==> config.mk <==
export PLATFORM = sky130hd
export DESIGN_NAME = trackball_quad
export DESIGN_NICKNAME = d
export VERILOG_FILES = /design/src/rtl/trackball_pkg.sv /design/src/rtl/trackball_axis.sv /design/src/rtl/trackball_quad.sv
export SDC_FILE = /design/constraint.sdc
export NUM_CORES = 1
export LEC_CHECK = 0
export ABC_AREA = 1
export CAP_MARGIN = 20
export CORE_AREA = 5 5 117 119
export CTS_CLUSTER_DIAMETER = 150
export DETAILED_ROUTE_END_ITERATION = 16
export DIE_AREA = 0 0 122 124
export PLACE_DENSITY = 0.76
export SLEW_MARGIN = 20
export SYNTH_ARGS = -nofsm -noshare
export SYNTH_HDL_FRONTEND = slang
export SYNTH_SLANG_ARGS = --single-unit
export TNS_END_PERCENT = 100
==> constraint.sdc <==
create_clock -name clk -period 5 [get_ports clk]
set_clock_uncertainty 0.05 [all_clocks]
set_input_delay 0.75 -clock clk [delete_from_list [all_inputs] [get_ports clk]]
set_output_delay 0.75 -clock clk [all_outputs]
set_load 0.05 [all_outputs]
==> src/rtl/trackball_pkg.sv <==
// Shared encodings for the trackball quadrature/step generator: speed and
// mode codes, field widths and the quadrature Gray table.
package trackball_pkg;

    typedef enum logic [1:0] {
        SPEED_QTR  = 2'd0,
        SPEED_HALF = 2'd1,
        SPEED_X1   = 2'd2,
        SPEED_X2   = 2'd3
    } speed_e;

    typedef enum logic {
        MODE_CLKDIR = 1'b0,
        MODE_QUAD   = 1'b1
    } mode_e;

    localparam int DELTA_W  = 9;
    // Holds +/-512: a full-scale delta doubled at SPEED_X2.
    localparam int SCALED_W = 11;

    // Phase 0..3 -> {A,B}; consecutive phases differ in exactly one bit.
    function automatic logic [1:0] quad_ab(input logic [1:0] phase);
        logic [1:0] ab;
        case (phase)
            2'd0:    ab = 2'b00;
            2'd1:    ab = 2'b01;
            2'd2:    ab = 2'b11;
            default: ab = 2'b10;
        endcase
        return ab;
    endfunction

endpackage

==> src/rtl/trackball_axis.sv <==
// One motion axis: scales incoming deltas into a saturating accumulator and
// drains it one unit per STEP_DIV cycles, emitting clock/direction or quadrature.
module trackball_axis
    import trackball_pkg::*;
#(
    parameter int ACC_W    = 12,
    parameter int STEP_DIV = 3000
) (
    input  logic                      clk,
    input  logic                      reset,
    input  logic                      delta_valid,
    input  logic signed [DELTA_W-1:0] delta,
    input  logic [1:0]                speed,
    input  logic                      flip,
    input  logic                      mode,
    output logic                      out_a,
    output logic                      out_b,
    output logic                      busy
);

    localparam int TMR_W = $clog2(STEP_DIV);
    localparam logic [TMR_W-1:0] TMR_LAST = TMR_W'(STEP_DIV - 1);
    localparam int SUM_W = ((ACC_W > SCALED_W) ? ACC_W : SCALED_W) + 2;
    localparam logic signed [SUM_W-1:0] SAT_HI = SUM_W'((longint'(1) <<< (ACC_W - 1)) - 1);
    localparam logic signed [SUM_W-1:0] SAT_LO = -SAT_HI;

    // Magnitude is shifted before the sign is reapplied, so truncation is toward zero.
    function automatic logic signed [SCALED_W-1:0] scale_delta(
        input logic signed [DELTA_W-1:0] d,
        input logic [1:0]                spd,
        input logic                      inv
    );
        logic [DELTA_W:0]    mag;
        logic [SCALED_W-1:0] shifted;
        mag = d[DELTA_W-1] ? ((DELTA_W+1)'(0) - {1'b1, d}) : {1'b0, d};
        case (spd)
            SPEED_QTR:  shifted = SCALED_W'(mag >> 2);
            SPEED_HALF: shifted = SCALED_W'(mag >> 1);
            SPEED_X1:   shifted = SCALED_W'(mag);
            default:    shifted = SCALED_W'({mag, 1'b0});
        endcase
        return (d[DELTA_W-1] ^ inv) ? -$signed(shifted) : $signed(shifted);
    endfunction

    function automatic logic signed [ACC_W-1:0] sat_acc(input logic signed [SUM_W-1:0] v);
        if (v > SAT_HI)
            return ACC_W'(SAT_HI);
        else if (v < SAT_LO)
            return ACC_W'(SAT_LO);
        else
            return ACC_W'(v);
    endfunction

    logic signed [ACC_W-1:0]    acc_p1;
    logic [TMR_W-1:0]           tmr_p1;
    logic [1:0]                 phase_p1;
    logic                       dir_p1;

    logic                       vld_p0;
    logic signed [SCALED_W-1:0] scaled_p0;
    logic signed [SUM_W-1:0]    add_p0;
    logic signed [SUM_W-1:0]    sum_p0;
    logic                       nz_p0;
    logic                       neg_p0;
    logic                       step_p0;
    logic signed [ACC_W-1:0]    acc_nxt;
    logic [TMR_W-1:0]           tmr_nxt;
    logic [1:0]                 phase_nxt;
    logic                       dir_nxt;
    logic [1:0]                 ab_nxt;
    logic                       a_nxt;
    logic                       b_nxt;

    // Stage p0: scale, step decision and next accumulator/phase
    always_comb begin
        vld_p0    = delta_valid;
        scaled_p0 = vld_p0 ? scale_delta(delta, speed, flip) : '0;
        add_p0    = SUM_W'(acc_p1) + SUM_W'(scaled_p0);
        nz_p0     = (acc_p1 != '0);
        neg_p0    = acc_p1[ACC_W-1];
        // A delta that cancels the accumulator swallows the step due this cycle.
        step_p0   = nz_p0 && (tmr_p1 == TMR_LAST) && (add_p0 != '0);

        sum_p0 = add_p0;
        if (step_p0)
            sum_p0 = neg_p0 ? add_p0 + SUM_W'(1) : add_p0 - SUM_W'(1);
        acc_nxt = sat_acc(sum_p0);

        tmr_nxt = (!nz_p0 || (acc_nxt == '0) || step_p0) ? '0 : tmr_p1 + TMR_W'(1);

        phase_nxt = phase_p1;
        dir_nxt   = dir_p1;
        if (step_p0) begin
            phase_nxt = neg_p0 ? phase_p1 - 2'd1 : phase_p1 + 2'd1;
            dir_nxt   = neg_p0;
        end

        ab_nxt = quad_ab(phase_nxt);
        a_nxt  = (mode == MODE_QUAD) ? ab_nxt[1] : dir_nxt;
        b_nxt  = (mode == MODE_QUAD) ? ab_nxt[0] : phase_nxt[0];
    end

    // Stage p1: state and registered outputs
    always_ff @(posedge clk or posedge reset) begin
        if (reset) begin
            acc_p1   <= '0;
            tmr_p1   <= '0;
            phase_p1 <= '0;
            dir_p1   <= 1'b0;
            out_a    <= 1'b0;
            out_b    <= 1'b0;
            busy     <= 1'b0;
        end else begin
            acc_p1   <= acc_nxt;
            tmr_p1   <= tmr_nxt;
            phase_p1 <= phase_nxt;
            dir_p1   <= dir_nxt;
            out_a    <= a_nxt;
            out_b    <= b_nxt;
            busy     <= (acc_nxt != '0);
        end
    end

endmodule

==> src/rtl/trackball_quad.sv <==
// Multi-axis trackball motion emulator: AXES independent axes sharing one
// delta strobe, speed setting and output mode.
module trackball_quad
    import trackball_pkg::*;
#(
    parameter int AXES     = 2,
    parameter int ACC_W    = 12,
    parameter int STEP_DIV = 3000
) (
    input  logic                    clk,
    input  logic                    reset,
    input  logic                    delta_valid,
    input  logic [DELTA_W*AXES-1:0] delta,
    input  logic [1:0]              speed,
    input  logic [AXES-1:0]         flip,
    input  logic                    mode,
    output logic [AXES-1:0]         out_a,
    output logic [AXES-1:0]         out_b,
    output logic [AXES-1:0]         busy
);

    for (genvar i = 0; i < AXES; i++) begin : g_axis
        trackball_axis #(
            .ACC_W    (ACC_W),
            .STEP_DIV (STEP_DIV)
        ) u_axis (
            .clk         (clk),
            .reset       (reset),
            .delta_valid (delta_valid),
            .delta       (delta[DELTA_W*i +: DELTA_W]),
            .speed       (speed),
            .flip        (flip[i]),
            .mode        (mode),
            .out_a       (out_a[i]),
            .out_b       (out_b[i]),
            .busy        (busy[i])
        );
    end

endmodule

==> metrics.md, run 1 <==
| Metric | Value |
|---|---|
| Die Span X | 122 µm |
| Port Buf Inserts | 31 |
| Stop err | [ERROR DPL-0038] Utilization greater than 100%, impossible to legalize |
| Post-DP HPWL | 16.4 mm |
| Syn Inst Count | 1114 |
| Row count | 41 |
| # clock sinks | 60 |
| Failing step | global routing |
| CTS Hold Bufs | 0 |
| Place WS | -1720 ps |
| Largest net degree at the start of global routing | 61 |
| EDFF count, synth | 0 |
| Die extent in y | 124 µm |
| Worst endpoint type | sequential cell input |
| Netlist cell types | 50 |
| Clock root buffer | clkbuf_16 |
| Dominant synthesized flop cell | dfrtp_1 |
| Yosys warning count | 0 |
| Routability cong. | 0.914 |
| Post-Syn Area per Cell | 6.41 µm² |
| Sequential fraction of the synthesis area | 21.0% |
| CTS Buf Count | 9 |
| Starting density of the core | 57.3% |
| H-tree levels | 3 |
| Share of flip-flops with an asynchronous set or reset | 100% |
| Net count after synthesis | 1202 |
| Io pins | 32 |
| #FFs+latches synth | 60 |
| Status | did not finish |
| Worst-case clock buffer depth | 2 |
| Mapped Area | 0.00714 mm² |
| Post-GRT worst EP | g_axis[1].u_axis.tmr_p1[11]$_DFF_PP0_/D |
per-stage QoR:
stage               instance area (µm²)  hold WS, ps  cells  setup TNS [ps]
floorplan                          7540          374   1114           -9400
CTS                               11100          412   1595          -21750
detailed placement                 9690          400   1533          -77760
global placement                   9690          395   1533          -65810
logic make-up after synthesis:
group / synth area share, %
buffers and inverters: 11.2
AOI/OAI and AO/OA: 13.6
and+or+nand+nor: 35.2
xor gates and xnor gates: 7.67
DFF: 21.0
adders and majority gates: 11.3
cell usage after synthesis (2+ instances only):
| master | count | area, µm² |
|---|---|---|
| nand2_1 | 290 | 1090 |
| inv_1 | 170 | 638 |
| nor2_1 | 97 | 364 |
| a21oi_1 | 73 | 365 |
| nand3_1 | 72 | 360 |
| dfrtp_1 | 60 | 1500 |
| ha_1 | 58 | 726 |
| o21ai_0 | 48 | 240 |
| xor2_1 | 39 | 342 |
| nor3_1 | 31 | 155 |
| xnor2_1 | 18 | 158 |
| nand4_1 | 13 | 81.3 |
| nor2_2 | 13 | 81.3 |
| nand2_2 | 11 | 68.8 |
| buf_4 | 10 | 75.1 |
| nand3b_1 | 10 | 75.1 |
| nor4_1 | 9 | 56.3 |
| clkbuf_1 | 7 | 26.3 |
| o2111ai_1 | 6 | 52.6 |
| o211ai_1 | 6 | 45.0 |
| or2_2 | 6 | 37.5 |
| nand3_2 | 5 | 50.1 |
| o21ai_1 | 5 | 25.0 |
| a21boi_0 | 4 | 30.0 |
| a21o_1 | 4 | 30.0 |
| a22oi_1 | 4 | 30.0 |
| and3_1 | 4 | 25.0 |
| fa_1 | 4 | 80.1 |
| o21bai_1 | 4 | 30.0 |
| buf_6 | 3 | 33.8 |
| o22ai_1 | 3 | 18.8 |
| o31ai_1 | 3 | 22.5 |
| xor2_2 | 3 | 48.8 |
| a31oi_1 | 2 | 12.5 |
| inv_2 | 2 | 7.51 |
| nand2_4 | 2 | 22.5 |
| o21ai_2 | 2 | 17.5 |
what timing repair did:
action                                  4_1_cts
gates resized for setup                     254
endpoints found under the setup margin       59
cloned                                        3
buffers inserted                             48
pin swaps                                   151
==> run 2: changes to the inputs <==
--- a/config.mk
+++ b/config.mk
@@ -7,11 +7,10 @@
 export LEC_CHECK = 0
 export ABC_AREA = 1
 export CAP_MARGIN = 20
-export CORE_AREA = 5 5 117 119
-export CTS_CLUSTER_DIAMETER = 150
+export CORE_AREA = 5 5 140 142
 export DETAILED_ROUTE_END_ITERATION = 16
-export DIE_AREA = 0 0 122 124
-export PLACE_DENSITY = 0.76
+export DIE_AREA = 0 0 145 147
+export PLACE_DENSITY_LB_ADDON = 0.15
 export SLEW_MARGIN = 20
 export SYNTH_ARGS = -nofsm -noshare
 export SYNTH_HDL_FRONTEND = slang
==> run 2 against run 1 <==
Against the previous run: the flow now finishes, with violations (setup timing); synthesized area is the same; synthesized cell count did not move.
==> metrics.md, run 2 <==
| Metric | Value |
|---|---|
| Layout cell share with drive strength beyond 1 | 48.8% |
| Vias/cell | 4.97 |
| Leak | 5.91 nW |
| Netlist cell types | 50 |
| Commonest non-fill, non-tap cell in the layout | buf_4 |
| #FFs+latches synth | 60 |
| Crit path top cell by count | nand2_2 |
| Post-DP HPWL | 16.2 mm |
| First-pass GRT wire length | 37.1 mm |
| Hold Worst Slack | 422 ps |
| Iter 0 DRT Violations | 335 |
| Port Buf Inserts | 31 |
| Failing checks | setup timing |
| Vias in the first global route | 8104 |
| Placed standard-cell area | 0.00983 mm² |
| Fin cells | 1682 |
| Die extent in y | 147 µm |
| DR WL met2 | 12.0 mm |
| Nets | 1531 |
| Clk slew on worst S/H paths | 50 ps |
| Pwr dens | 794 mW/mm² |
| Synth area leaders | dfrtp_1, nand2_1, ha_1 |
| Max-cap check violation count | 0 |
| Share of the synthesized area in the top cell type | 21.0% |
| Pre-antenna DRT Iters | 4 |
| Worst-Skew Late Latency | 320 ps |
| H-tree levels | 3 |
| Post-DR wirelength/cell | 13.8 µm |
| Total power | 9.72 mW |
| Global route total overflow | 0 |
| Initial antenna violation count | 0 |
| Biggest regs | g_axis.u_axis.acc_p1: 24 flops, g_axis.u_axis.tmr_p1: 24 flops, g_axis.u_axis.phase_p1: 4 flops |
| Post-route setup slack | -728 ps |
| Via count | 8363 |
| Net count after synthesis | 1202 |
| Dominant synthesized flop cell | dfrtp_1 |
| Peak supply drop | 0.000486 V |
| Die Span X | 145 µm |
| Sequential cell area | 0.00150 mm² |
| Largest area contributor in the netlist | dfrtp_1 |
| Max Slew Vio Count | 0 |
| Critical path data required time | 5160 ps |
| Highest-count cells in the layout ignoring fill and taps | buf_4, nand2_1, inv_1 |
| DRC violations left | 0 |
| Sequential fraction of the synthesis area | 21.0% |
| RSZ-0062 raised after global routing | yes |
| Hold Crit Class | reg -> reg |
| Fin. Hold Viols | 0 |
| Fmax | 175 MHz |
| Setup crit start kind | input port |
| Final core utilization | 66.8% |
| Wire length on met1 | 10.5 mm |
| Share of flip-flops with an asynchronous set or reset | 100% |
| Area of the core | 0.0183 mm² |
| Post-synth top cells | nand2_1, inv_1, nor2_1 |
| Placed Cells | 1603 |
| # fillers | 1531 |
| Crit path DAT | 5890 ps |
| CP max stage delay | 310 ps |
| Total Routed Length | 23.3 mm |
| Slowest CP cell | ha_1 |
| Syn Inst Count | 1114 |
| Final period util | 115% |
| Worst Max-Slew Pin Slew | 1010 ps |
| P&R area growth vs syn | 71.4% |
| All-Layer GR Usage | 20.1% |
| Finished Cell Area | 0.0122 mm² |
| EDFF count, synth | 0 |
| Met3 WL | 507 µm |
| Post-Syn Area per Cell | 6.41 µm² |
| Critical Path Sink Type | flip-flop |
| CTS Hold Bufs | 0 |
| Mapped Area | 0.00714 mm² |
| Worst-case clock buffer depth | 2 |
| Row count | 50 |
| Setup violations, final | 53 |
| Slew margin rel. | 32.3% |
| Kind of critical path | in -> reg |
| Place WS | -1670 ps |
| Max Fanout on Critical Path | 6 |
| CTS tree | built |
| Setup TNS | -25870 ps |
| Io pins | 32 |
| Starting density of the core | 39.0% |
| Yosys warning count | 0 |
| CTS Buf Count | 9 |
| Status | finished, violations left |
| Top sig layer | met4 |
| N_diodes | 0 |
| Die Footprint | 0.0213 mm² |
| Largest net degree at the start of global routing | 61 |
| Crit path time final | 5730 ps |
| Count leader, synth | nand2_1 |
| Routability cong. | 0.869 |
| Area of the multi-input gates | 0.00668 mm² |
| Clock root buffer | clkbuf_16 |
| Post-route ant nets | 0 |
| # clock sinks | 60 |
-- run 2: layout make-up --
cell class / count / area share [%]
tap: 234 / 2.39
inverter: 172 / 5.74
clock inverter: 7 / 0.685
multi-input combinational: 862 / 54.5
sequential: 60 / 12.3
clock buffer: 9 / 1.84
timing repair buffer: 338 / 22.6
-- run 2: metal layers --
metal,up-vias,track usage (%)
met5,-,0
li1,4297,-
met2,106,35.8
met1,3931,26.4
met3,29,2.38
met4,0,3.34
-- run 2: kinds of logic after synthesis --
logic type / synth area share [%]
xor+xnor: 7.67
compound gates: 13.6
buf+inv: 11.2
simple gates: 35.2
flops: 21.0
fa+ha+maj: 11.3
-- run 2: what timing repair did --
action / CTS / global route
endpoints found under the setup margin: 59 / 58
pin swaps: 90 / 162
gates cloned: 3 / 0
resized for setup: 229 / 244
endpoints found under the hold margin: 0 / 0
setup buffers: 45 / 30
-- run 2: critical path: cells and delay by family --
family	cells	cell delay [ps]
XOR/XNOR	2	300
AND/OR/NAND/NOR	24	2930
buffers and inverters	7	570
adder cells (fa/ha/maj)	2	610
AO/OA/AOI/OAI	5	720
-- run 2: path summary, 6_finish.rpt --
check,cells past startpoint,from,slack [ps],end
worst max-delay path,40,delta[10],-730,g_axis[1].u_axis.tmr_p1[2]
max in group asynchronous,3,reset,3520,g_axis[1].u_axis.acc_p1[9]
worst min-delay path,1,g_axis[1].u_axis.tmr_p1[0],420,g_axis[1].u_axis.tmr_p1[0]
worst min register to register,1,g_axis[1].u_axis.tmr_p1[0],420,g_axis[1].u_axis.tmr_p1[0]
min in group asynchronous,3,reset,900,g_axis[0].u_axis.tmr_p1[5]
worst max register to register,28,g_axis[0].u_axis.acc_p1[0],900,g_axis[0].u_axis.tmr_p1[3]
-- run 2: power by group --
group,switching [mW],internal [mW],leakage [nW]
Sequential,0.195,0.683,0.733
Combinational,4.19,4.02,5.03
Clock,0.234,0.394,0.149
Total,4.62,5.10,5.91
No activity file was read; power rests on OpenSTA's default activity.
